==> config.mk <==
export PLATFORM = sky130hd
export DESIGN_NAME = issue_scheduler
export DESIGN_NICKNAME = d
export VERILOG_FILES = /design/src/rtl/issue_scheduler_pkg.sv /design/src/rtl/issue_scheduler_age_picker.sv /design/src/rtl/issue_scheduler.sv
export SDC_FILE = /design/constraint.sdc
export NUM_CORES = 1
export LEC_CHECK = 0
export CORE_ASPECT_RATIO = 1.4
export CORE_MARGIN = 1
export CORE_UTILIZATION = 24
export DETAILED_ROUTE_END_ITERATION = 8
export SLEW_MARGIN = 10
export SYNTH_ARGS = -nofsm -noshare
export SYNTH_HDL_FRONTEND = slang
export SYNTH_SLANG_ARGS = --single-unit
==> constraint.sdc <==
create_clock -name clk -period 141.6 [get_ports clk]
set_input_delay 28.32 -clock clk [delete_from_list [all_inputs] [get_ports clk]]
set_output_delay 28.32 -clock clk [all_outputs]
set_load 0.02 [all_outputs]
==> src/rtl/issue_scheduler_pkg.sv <==
// issue_scheduler_pkg: shared sizing constants for the issue scheduler
package issue_scheduler_pkg;
  localparam int NUM_ENTRIES = 16;
  localparam int NUM_FU = 3;
  localparam int ROB_W = 6;
  localparam int RS_W = 4;
endpackage

==> src/rtl/issue_scheduler_age_picker.sv <==
// age_picker: oldest requesting entry by ROB distance from head, lower index wins ties
module age_picker
  import issue_scheduler_pkg::*;
#(
  parameter int N = NUM_ENTRIES
) (
  input  logic [N-1:0]       req,
  input  logic [ROB_W*N-1:0] rob_idx,
  input  logic [ROB_W-1:0]   rob_head,
  output logic               valid,
  output logic [RS_W-1:0]    idx
);
  logic [ROB_W-1:0] age, best;
  always_comb begin
    valid = 1'b0;
    idx = '0;
    best = '0;
    age = '0;
    for (int i = 0; i < N; i++) begin
      age = rob_idx[i*ROB_W +: ROB_W] - rob_head;
      if (req[i] && (!valid || age < best)) begin
        valid = 1'b1;
        idx = RS_W'(i);
        best = age;
      end
    end
  end
endmodule

==> src/rtl/issue_scheduler.sv <==
// issue_scheduler: age-ordered multi-FU issue arbiter with LS throttling and round-robin FU assignment
module issue_scheduler
  import issue_scheduler_pkg::*;
#(
  parameter int NUM_ENTRIES = issue_scheduler_pkg::NUM_ENTRIES,
  parameter int NUM_FU = issue_scheduler_pkg::NUM_FU
) (
  input  logic                     clk,
  input  logic                     reset,
  input  logic                     flush,
  input  logic [NUM_ENTRIES-1:0]   req_ready,
  input  logic [NUM_ENTRIES-1:0]   req_is_ls,
  input  logic [ROB_W*NUM_ENTRIES-1:0] req_rob_idx,
  input  logic [ROB_W-1:0]         rob_head,
  input  logic [NUM_FU-1:0]        fu_done,
  input  logic                     ls_addr_ack,
  output logic [NUM_FU-1:0]        fu_issue_valid,
  output logic [RS_W*NUM_FU-1:0]   fu_issue_entry,
  output logic [NUM_ENTRIES-1:0]   entry_issued,
  output logic [NUM_FU-1:0]        fu_busy
);
  localparam int PTR_W = NUM_FU > 1 ? $clog2(NUM_FU) : 1;
  logic [PTR_W-1:0] rr_ptr, rr_next;
  logic ls_outstanding, ls_grant;
  logic [NUM_FU-1:0] free, gv, pick_v;
  logic [RS_W*NUM_FU-1:0] ge, pick_idx;
  logic [NUM_ENTRIES-1:0] gmask, base_mask;
  assign free = ~fu_busy | fu_done;
  assign base_mask = req_ready & ~entry_issued & ((ls_outstanding && !ls_addr_ack) ? ~req_is_ls : '1);
  for (genvar k = 0; k < NUM_FU; k++) begin : stage
    logic [NUM_ENTRIES-1:0] m;
    logic v;
    logic [RS_W-1:0] idx;
    if (k == 0) begin : g_first
      assign m = base_mask;
    end else begin : g_next
      assign m = stage[k-1].m & ~(NUM_ENTRIES'(stage[k-1].v) << stage[k-1].idx)
               & ((stage[k-1].v && req_is_ls[stage[k-1].idx]) ? ~req_is_ls : '1);
    end
    age_picker #(.N(NUM_ENTRIES)) u_pick (
      .req(m),
      .rob_idx(req_rob_idx),
      .rob_head(rob_head),
      .valid(v),
      .idx(idx)
    );
    assign pick_v[k] = v;
    assign pick_idx[k*RS_W +: RS_W] = idx;
  end
  always_comb begin
    int f, c;
    gv = '0;
    ge = '0;
    gmask = '0;
    ls_grant = 1'b0;
    rr_next = rr_ptr;
    c = 0;
    f = 0;
    for (int o = 0; o < NUM_FU; o++) begin
      f = (int'(rr_ptr) + o) % NUM_FU;
      if (!flush && free[f] && pick_v[c]) begin
        gv[f] = 1'b1;
        ge[f*RS_W +: RS_W] = pick_idx[c*RS_W +: RS_W];
        gmask[pick_idx[c*RS_W +: RS_W]] = 1'b1;
        ls_grant = ls_grant | req_is_ls[pick_idx[c*RS_W +: RS_W]];
        rr_next = PTR_W'((f + 1) % NUM_FU);
        c++;
      end
    end
  end
  always_ff @(posedge clk) begin
    if (reset) begin
      fu_issue_valid <= '0;
      fu_issue_entry <= '0;
      entry_issued <= '0;
      fu_busy <= '0;
      rr_ptr <= '0;
      ls_outstanding <= 1'b0;
    end else begin
      fu_issue_valid <= gv;
      fu_issue_entry <= ge;
      entry_issued <= gmask;
      fu_busy <= flush ? '0 : gv | (fu_busy & ~fu_done);
      rr_ptr <= flush ? '0 : rr_next;
      ls_outstanding <= !flush && (ls_grant || (ls_outstanding && !ls_addr_ack));
    end
  end
endmodule

==> Flow_metrics.wiki <==
{| class="wikitable"
! Metric !! Value
|-
| Run status || finished, violations left
|-
| Violations in the final reports || DRC
|-
| Fin nets || 3201
|-
| Number of DRC violations after detailed routing || 5
|-
| Routed WL per cell || 21.33 um
|-
| Setup slack on the worst flop-to-flop path || 39.06 ns
|-
| Post-synthesis sequential element count || 37
|-
| Placed instance count || 3760
|-
| Critical-path maximum fanout || 32
|-
| Die Y-Extent || 333.4 um
|-
| Initial cell density of the core || 24.24%
|-
| Leading area contributor after synthesis || ha_1
|-
| Setup tns final || 0 ns
|-
| Final hold vios || 0
|-
| Setup repair after global routing missed its margin || false
|-
| Placed Instance Area || 21730 um2
|-
| Post-route cell area || 21890 um2
|-
| Most common cell type on the critical path || a21oi_1
|-
| Transition time at the pin with the least slew margin || 1.095 ns
|-
| Ranking of synthesized cells by area || ha_1, a21oi_1, a21o_1
|-
| Multiplexer fraction of the synthesized cell area || 6.598%
|-
| Fmax || 0.007583 GHz
|-
| Max-cap viol count || 0
|-
| Proportion of synthesized flip-flops having asynchronous set or reset || 0%
|-
| Global-route total usage across every layer || 19.49%
|-
| Routability cong. || 0.9707
|-
| Post-route antenna net violation count || 0
|-
| H-tree Lvls || 2
|-
| Clock-pin slew on the worst setup and hold paths || 0.06 ns
|-
| Origin of the critical flop-to-flop path || entry_issued[0]
|-
| Count of cell instances traversed by the critical path || 442
|-
| Share of the synthesized area in compound gates (AO/OA/AOI/OAI) || 35.53%
|-
| Num Clock Sinks || 37
|-
| Top-area cell type share of the netlist area || 21.40%
|-
| Clock network latency to the later pin of the worst-skew pair || 0.29 ns
|-
| CTS tree || done
|-
| Cell type group with the largest total delay on the critical path || compound AO/OA/AOI/OAI gates
|-
| Antenna violations before repair || 3
|-
| Master of the slowest instance on the critical path || a2111oi_0
|-
| TritonCTS Buffers || 5
|-
| Pins Over Slew Limit || 0
|-
| Adder and majority cell fraction of the synthesized area || 23.10%
|-
| Endpoint arrival time on the critical path || 132.03 ns
|-
| Startpoint types || primary input
|-
| Maximum number of pins on one net before global-route repair || 33
|-
| First-pass GRT wire length || 120.0 mm
|-
| Mean instance size in the synthesized netlist || 7.278 um2
|-
| Die X-Extent || 238.7 um
|-
| Deepest clock path buffer count || 2
|-
| Dominant combinational cell family by area after synthesis || compound AO/OA/AOI/OAI gates
|-
| Post-synthesis sequential area ratio || 3.934%
|-
| Number of optimization iterations in the first detailed-route pass || 9
|-
| Top flip-flop cell by instance count after synthesis || dfxtp_1
|-
| Category of the worst setup path capture point || flip-flop
|-
| Number of nets produced by synthesis || 3066
|-
| Port Buffers || 174
|-
| Post-synthesis cell count || 2587
|-
| Count of non-filler cells in the finished layout || 3771
|-
| Post-DP HPWL || 67.40 mm
|-
| Number of hold buffers added after CTS || 0
|-
| Required time at the endpoint of the critical path || 141.76 ns
|-
| Hold Crit Class || flip-flop to flip-flop
|-
| Area of the core || 77670 um2
|-
| Share of the synthesized netlist area taken by xor and xnor gates || 4.047%
|-
| Critical Path End || entry_issued[11]
|-
| Most common library cells after synthesis || ha_1, a21oi_1, nor2_1, nand2_1, inv_1
|-
| Total number of vias || 20640
|-
| Most frequent cell after synthesis || ha_1
|-
| Headroom to the max-slew limit || 26.99%
|-
| EDFF count, synth || 0
|-
| Fill count || 8513
|-
| Die Footprint || 79590 um2
|-
| Worst reg2reg path depth || 434
|-
| Category of the critical setup timing path || primary input to flip-flop
|-
| Number of design-rule violations left by the first detailed-router iteration || 1451
|-
| CP peak stage delay || 0.83 ns
|-
| Number of warnings printed during yosys synthesis || 0
|-
| Summed instance area of the synthesized netlist || 18830 um2
|-
| Clock root cell || clkbuf_16
|-
| Worst r2r dst || entry_issued[11]
|-
| Post-Synth Simple-Gate Area || 21.20%
|-
| IO Pins || 175
|-
| Layout-stage area growth over the synthesis result || 16.24%
|-
| Fraction of layout cells with a size suffix above 1 || 5.986%
|-
| Std cell rows || 121
|-
| Post-layout minimum cycle time || 131.87 ns
|-
| Buffers inserted during post-CTS setup optimization || 0
|-
| Count of cells resized by post-cts repair || 0
|-
| Final clock skew || 0.007372 ns
|-
| Total overflow reported by the global router || 0
|-
| Number of vias per cell after detailed routing || 5.473
|-
| CP Buf/Inv Count || 17
|-
| Share of the cycle needed by the critical path after routing || 93.13%
|-
| Total wire length || 80.43 mm
|-
| Worst setup path startpoint || rob_head[1]
|-
| Final number of setup-violating endpoints || 0
|-
| Vias in the first global route || 20301
|-
| Post-synth cell types || 126
|}
## layout by cell type (no fill, tap or decap), drive strengths merged, types with 43 or more instances in the layout
| cell type | instances |
|---|---|
| a21oi | 251 |
| o21ai | 147 |
| inv | 203 |
| nand2 | 202 |
| ha | 322 |
| mux2 | 54 |
| nor3 | 51 |
| nor2 | 230 |
| a21o | 155 |
| mux2i | 60 |
| clkdlybuf4s50 | 173 |
| nand3 | 43 |
| nand2b | 43 |
| xnor2 | 58 |
## logic make-up (layout without fill, tap and decap cells)
logic type,count (synthesis),after routing
AO/OA/AOI/OAI,944,944
adder cells (fa/ha/maj),338,338
multiplexers,115,115
XOR/XNOR,87,87
flip-flops,37,37
buffers and inverters,268,404
other,0,3
AND/OR/NAND/NOR,798,798
## state kept, by name (all words and copies together), names as in the netlist
name and cells:
entry_issued 16, fu_issue_entry 12, fu_busy 3, fu_issue_valid 3, rr_ptr 2, ls_outstanding 1
## metrics by stage
| stage | setup slack, ns | hold WS, ns | utilization, % |
|---|---|---|---|
| after CTS | 10.75 | 0.5478 | 28.17 |
| after floorplan | 27.51 | 0.5098 | - |
| after global routing | 2.181 | 0.5664 | 28.17 |
| after detailed placement | 10.83 | 0.5378 | 27.98 |
| after global placement | 11.62 | 0.5348 | 27.98 |
| final | 9.727 | 0.5424 | 28.18 |
## metal layers
metal / track usage (%) / vias up / routed length (um)
li1: - / 10063 / -
met1: 20.01 / 9653 / 29070
met2: 36.63 / 682 / 41300
met3: 2.135 / 238 / 3738
met4: 13.13 / 4 / 6292
met5: 0 / - / 26
## worst min path at each step
stage / endpoint / slack (ns) / depth (start not counted) / startpoint
4_1_cts: fu_busy[1] / 0.55 / 2 / fu_busy[1]
6_report: fu_busy[1] / 0.54 / 2 / fu_busy[1]
3_3_place_gp: fu_busy[1] / 0.53 / 2 / fu_busy[1]
3_5_place_dp: fu_busy[1] / 0.54 / 2 / fu_busy[1]
2_1_floorplan: rr_ptr[0] / 0.51 / 2 / rr_ptr[0]
5_1_grt: fu_busy[1] / 0.57 / 2 / fu_busy[1]
## worst min-delay path, stage by stage (launching register included)
cell and delay (ns):
dfxtp_1 0.32, nand2b_1 0.11, a21oi_1 0.07
## cell type report
class	count	area [um2]	share of cell area, %
diodes	3	7.507	0.03430
clock buffers	5	125.1	0.5717
clock inverters	3	21.27	0.09718
inverters	203	762.0	3.481
multi-input cells	2282	17040	77.87
flip-flops and latches	37	740.7	3.384
well taps	1045	1308	5.974
repair buffers	193	1879	8.586
Power is not shown: default switching activity piles up to over one toggle a cycle in this logic, so the estimate is an artifact.
